<file path="src/rtl/mlp_layer_tm.sv">
// Time-multiplexed binary fully-connected layer.
// Neuron n fires when popcount(XNOR(in_vector, W[n])) >= T[n]. Each clock
// handles one CHUNK-wide weight word, so a vector takes NUM_NEURONS*NCHUNK
// clocks. Weights and thresholds come from external combinational storage.
// Optional build macro: MLP_LAYER_SCORE_OUT_EN adds the per-neuron 'scores' port.
module mlp_layer_tm #(
    parameter int INPUT_SIZE      = 784,
    parameter int NUM_NEURONS     = 10,
    parameter int CHUNK           = 16,
    parameter int THRESHOLD_WIDTH = $clog2(INPUT_SIZE + 1),
    localparam int NCHUNK         = (INPUT_SIZE + CHUNK - 1) / CHUNK,
    localparam int AW             = (NUM_NEURONS * NCHUNK > 1) ? $clog2(NUM_NEURONS * NCHUNK) : 1,
    localparam int NW             = (NUM_NEURONS > 1) ? $clog2(NUM_NEURONS) : 1
) (
    input  logic                       clk,
    input  logic                       rst_n,
    input  logic                       in_valid,
    output logic                       in_ready,
    input  logic [INPUT_SIZE-1:0]      in_vector,
    output logic [AW-1:0]              wt_addr,
    input  logic [CHUNK-1:0]           wt_data,
    output logic [NW-1:0]              thr_addr,
    input  logic [THRESHOLD_WIDTH-1:0] thr_data,
    output logic                       busy,
    output logic                       out_valid,
    input  logic                       out_ready,
    output logic [NUM_NEURONS-1:0]     out_vector
`ifdef MLP_LAYER_SCORE_OUT_EN
    ,
    output logic [NUM_NEURONS*THRESHOLD_WIDTH-1:0] scores
`endif
);

    localparam int PADW     = NCHUNK * CHUNK;
    localparam int PAD_BITS = PADW - INPUT_SIZE;
    // Last chunk only keeps the low bits that map onto real inputs.
    localparam logic [CHUNK-1:0] LAST_MASK   = {CHUNK{1'b1}} >> PAD_BITS;
    localparam int               CW          = (NCHUNK > 1) ? $clog2(NCHUNK) : 1;
    localparam logic [CW-1:0]    LAST_CHUNK  = CW'(NCHUNK - 1);
    localparam logic [NW-1:0]    LAST_NEURON = NW'(NUM_NEURONS - 1);

    typedef enum logic [1:0] {IDLE, ACCUM, DONE} state_t;

    state_t                           state;
    logic [NCHUNK-1:0][CHUNK-1:0]     in_words;
    logic [CW-1:0]                    chunk;
    logic [NW-1:0]                    neuron;
    logic [AW-1:0]                    addr;
    logic [THRESHOLD_WIDTH-1:0]       acc;
    logic [CHUNK-1:0]                 in_chunk;
    logic [CHUNK-1:0]                 mask;
    logic [CHUNK-1:0]                 match;
    logic [THRESHOLD_WIDTH-1:0]       partial;
    logic [THRESHOLD_WIDTH-1:0]       sum;
    logic                             fire;

    function automatic logic [THRESHOLD_WIDTH-1:0] popcount(input logic [CHUNK-1:0] bits);
        logic [THRESHOLD_WIDTH-1:0] cnt;
        cnt = '0;
        for (int i = 0; i < CHUNK; i++) begin
            cnt = cnt + THRESHOLD_WIDTH'(bits[i]);
        end
        return cnt;
    endfunction

    assign wt_addr  = addr;
    assign thr_addr = neuron;

    // XNOR-popcount of the current chunk and the running neuron total.
    always_comb begin
        in_chunk = in_words[chunk];
        mask     = (chunk == LAST_CHUNK) ? LAST_MASK : {CHUNK{1'b1}};
        match    = ~(in_chunk ^ wt_data) & mask;
        partial  = popcount(match);
        sum      = acc + partial;
        fire     = (sum >= thr_data);
    end

    // Input vector capture, zero-padded to a whole number of chunks.
    always_ff @(posedge clk) begin
        if (state == IDLE && in_valid) begin
            in_words <= PADW'(in_vector);
        end
    end

    // Control FSM: accept, walk neuron/chunk counters, hold result until taken.
    always_ff @(posedge clk or negedge rst_n) begin
        if (!rst_n) begin
            state      <= IDLE;
            in_ready   <= 1'b1;
            busy       <= 1'b0;
            out_valid  <= 1'b0;
            out_vector <= '0;
            chunk      <= '0;
            neuron     <= '0;
            addr       <= '0;
            acc        <= '0;
`ifdef MLP_LAYER_SCORE_OUT_EN
            scores     <= '0;
`endif
        end else begin
            case (state)
                IDLE: begin
                    if (in_valid) begin
                        chunk    <= '0;
                        neuron   <= '0;
                        addr     <= '0;
                        acc      <= '0;
                        in_ready <= 1'b0;
                        busy     <= 1'b1;
                        state    <= ACCUM;
                    end
                end
                ACCUM: begin
                    addr <= addr + AW'(1);
                    if (chunk == LAST_CHUNK) begin
                        out_vector[neuron] <= fire;
`ifdef MLP_LAYER_SCORE_OUT_EN
                        scores[neuron*THRESHOLD_WIDTH +: THRESHOLD_WIDTH] <= sum;
`endif
                        acc   <= '0;
                        chunk <= '0;
                        if (neuron == LAST_NEURON) begin
                            busy      <= 1'b0;
                            out_valid <= 1'b1;
                            state     <= DONE;
                        end else begin
                            neuron <= neuron + NW'(1);
                        end
                    end else begin
                        acc   <= sum;
                        chunk <= chunk + CW'(1);
                    end
                end
                DONE: begin
                    if (out_ready) begin
                        out_valid <= 1'b0;
                        in_ready  <= 1'b1;
                        state     <= IDLE;
                    end
                end
                default: state <= IDLE;
            endcase
        end
    end

endmodule

</file>
<file path="config.mk">
export PLATFORM = sky130hd
export DESIGN_NAME = mlp_layer_tm
export DESIGN_NICKNAME = d
export VERILOG_FILES = /design/src/rtl/mlp_layer_tm.sv
export SDC_FILE = /design/constraint.sdc
export NUM_CORES = 1
export LEC_CHECK = 0
export ABC_AREA = 1
export BUFFER_PORTS_ARGS = -buffer_cell sky130_fd_sc_hd__buf_2
export CORE_AREA = 2 2 331 333
export DETAILED_ROUTE_END_ITERATION = 7
export DIE_AREA = 0 0 333 335
export GPL_TIMING_DRIVEN = 0
export REMOVE_ABC_BUFFERS = 1
export SLEW_MARGIN = 10
export SYNTH_ARGS = -nofsm -noshare
export SYNTH_HDL_FRONTEND = slang
export SYNTH_SLANG_ARGS = --single-unit
</file>
<file path="constraint.sdc">
create_clock -name clk -period 52.1 [get_ports clk]
set_input_delay 5.21 -clock clk [delete_from_list [all_inputs] [get_ports clk]]
set_output_delay 5.21 -clock clk [all_outputs]
set_load 0.01 [all_outputs]
</file>
==> run_results.csv <==
group,metric,value,unit
outcome,status,"finished, final reports clean",
sta,skew,0.0264,ns
place,placed_area,41300,um2
critical_path,cp-startpoint,"wt_data[14]",
yosys,synth_fa_ha_area_share,1.56,%
place,io_buffers,839,
pwr,power.total,2.78,mW
layout,final_cells,5540,
critical_path,end_kind,"register",
critical_path,cp-start-kind,"input port",
global_routing,grt_max_degree,120,
sta,whs,0.469,ns
sta,tightestPinTransition,1.28,ns
routing,antenna_left,0,
sta,rsz0062_at_grt,"false",
cts,hold_buffers,0,
yosys,synth_compound_area_share,4.99,%
place,place_hpwl,79500,um
yosys,synth_area,35400,um2
routing,wl,114000,um
layout,areaGrowthSynthToFinish,25.4,%
pwr,p_leak,18.6,nW
place,place_congestion,0.808,
routing,wire_per_inst,20.5,um
place,dpl.cell_count,5343,
layout,final_core_util,41.1,%
critical_path,critPathMaxFanout,10,
routing,vias_per_cell,4.70,
cts,cts_buffers,91,
global_routing,grt_overflow_total,0,
yosys,ys_types,40,
pwr,pwr-share-seq,28.5,%
yosys,yosysWarnings,0,
pwr,clock_power_share,23.6,%
yosys,synthXorXnorAreaFrac,0.198,%
pwr,p_int,1.62,mW
cts,clk_pin_slew,0.06,ns
cts,post_cts.repair.setup_buffers,0,
pwr,ir_drop,132,uV
routing,dr.pass1.iters,5,
yosys,netlist.area_leader.share,66.5,%
global_routing,track_usage,19.8,%
yosys,synthArstFlopShare,5.31,%
sta,slew_viol_final,0,
cts,cts-htree-levels,3,
floorplanning,die-height,335,um
flow_run,maxCapViolCount,0,
routing,drt_iter0_drc,1875,
critical_path,r2r_start,"chunk[2]",
layout,drive_gt1_share,25.5,%
pwr,p_switching,1.16,mW
floorplanning,ios,840,
routing,num_vias,26000,
yosys,avgSynthCellArea,11.0,um2
global_routing,antenna_found_initial,65,
floorplanning,core_area,108000,um2
critical_path,worstSetupPathType,"input port to register",
critical_path,cp.required,52.62,ns
sta,setup_viol,0,
global_routing,grt_pass1_vias,25400,
sta,hold_viol,0,
yosys,synth_top_family_by_area,"simple AND/OR/NAND/NOR gates",
place,pre_cts_slack,41.26,ns
pwr,p_comb_share,48.0,%
pwr,switching_share,41.6,%
sta,timing.final.ws_setup,41.98,ns
cts,clkSinkCount,828,
routing,post-route-drc-count,0,
sta,fin_crit,10.12,ns
yosys,ys_seq_elements,828,
pwr,powerDensity,62.6,nW/um2
floorplanning,die_area,112000,um2
yosys,synth_edf_count,784,
yosys,synth-simple-area-share,17.7,%
yosys,synthMuxAreaShare,0.0318,%
yosys,yosysTopAreaCell,"edfxtp_1",
yosys,synth_cells,3226,
worst_hold_path,hold_path_class,"register to register",
cts,clockBufferDepth,3,
global_routing,grt_pass1_wl,163000,um
cts,cts_tree,"yes",
floorplanning,start_util,32.8,%
cts,cts_resized,0,
sta,finalCritPeriodShare,19.4,%
yosys,synth_area_leaders,"edfxtp_1 (66%), nand2_1 (8.6%), nand3_1 (4.6%)",
layout,finalNetCount,4873,
sta,setup_tns,0,ns
cts,root_buffer,"clkbuf_16",
worst_hold_path,worstHoldStart,"out_valid",
layout,final_cell_area,44400,um2
yosys,synth_flop_cell,"edfxtp_1",
critical_path,cp_data_arrival_time,10.64,ns
floorplanning,core.rowCount,121,
floorplanning,die_x,333,um
yosys,yosysSeqAreaShare,69.6,%
sta,fmaxAchievable,98.8,MHz
cts,worstSkewPairLatency,0.67,ns
sta,slew_headroom,14.3,%
==> Yosys cell counts (6+ instances only) <==
cell        n
o21ai_1    41
a21oi_1    55
nor3_1     12
o22ai_1     6
nand3_1   325
o21ai_0   200
dfrtp_1    43
buf_1      14
buf_6      10
edfxtp_1  784
or2_2      27
nand2_1   809
inv_1     323
nor2_1    337
buf_2      72
buf_4      21
o211ai_1   24
xor2_1      7
clkbuf_1   48
ha_1       25
fa_1       12
==> critical path, stage by stage <==
cell	delay, ns
buf_2	0.11
nand3_1	0.07
nand2_1	0.08
fa_1	0.53
inv_1	0.14
fa_1	0.54
inv_1	0.06
fa_1	0.52
inv_1	0.05
fa_1	0.44
fa_1	0.44
fa_1	0.48
nand3_1	0.09
nand2_1	0.07
nand2_1	0.08
a21oi_1	0.12
nand2_1	0.07
o21ai_0	0.08
nand2_1	0.09
inv_1	0.05
ha_1	0.29
nand2_1	0.08
nor2_1	0.05
a211oi_1	0.17
nand4_1	0.44
nand2_1	0.16
o21ai_0	0.09
==> kinds of logic after synthesis <==
logic type      count (synthesis)
simple gates                 1526
flops                         828
buf+inv                       492
compound gates                334
fa+ha+maj                      37
xor+xnor                        8
mux                             1
==> routing by layer <==
metal,wire (um),vias to the layer above,track usage (%)
met5,316,-,0
met2,56800,949,34.5
met1,44100,12300,23.5
li1,-,12500,-
met4,3610,56,7.35
met3,9010,239,5.31
==> layout make-up <==
cell class | count | area (um2)
Tap cell | 1414 | 1770
Antenna cell | 33 | 82.6
Sequential cell | 828 | 24700
Timing Repair Buffer | 868 | 4940
Inverter | 327 | 1250
Clock buffer | 116 | 2390
Fill cell | 10400 | 63700
Clock inverter | 48 | 603
Multi-Input combinational cell | 1906 | 8700
==> placed cells by master, fill, tap and decap left out, drive strengths merged, types with 24 or more instances in the layout <==
master,synthesis,layout
edfxtp,784,784
buf,117,868
a21oi,55,55
nand3,325,325
o21ai,241,241
ha,25,25
inv,326,330
or2,27,27
o211ai,24,24
nor2,340,340
dfrtp,43,43
clkinv,1,30
nand2,809,809
diode,0,33
clkbuf,48,116
==> final timing paths <==
kind / to / slack (ns) / cells after the start
hold / removal: out_valid / 0.47 / 2
max in group asynchronous: chunk[1] / 46.59 / 1
hold reg to reg: out_valid / 0.47 / 2
setup reg to reg: out_vector[8] / 43.15 / 34
setup / recovery: out_vector[8] / 41.98 / 27
min in group asynchronous: out_vector[0] / 4.75 / 1
==> power by group through the flow <==
stage	sequential, mW	combinational [mW]	clock, mW
2_1_floorplan	0.832	0.883	0
3_3_place_gp	0.898	1.29	0
3_5_place_dp	0.806	1.36	0
4_1_cts	0.792	1.36	0.670
5_1_grt	0.794	1.53	0.697
6_report	0.791	1.33	0.655
==> sequential cells by signal (all words and copies together), names as in the netlist <==
register / count
busy: 1
wt_addr: 9
thr_addr: 4
state: 2
chunk: 6
in_words: 784
out_valid: 1
out_vector: 10
in_ready: 1
acc: 10
Power figures use the tool's default switching activity.
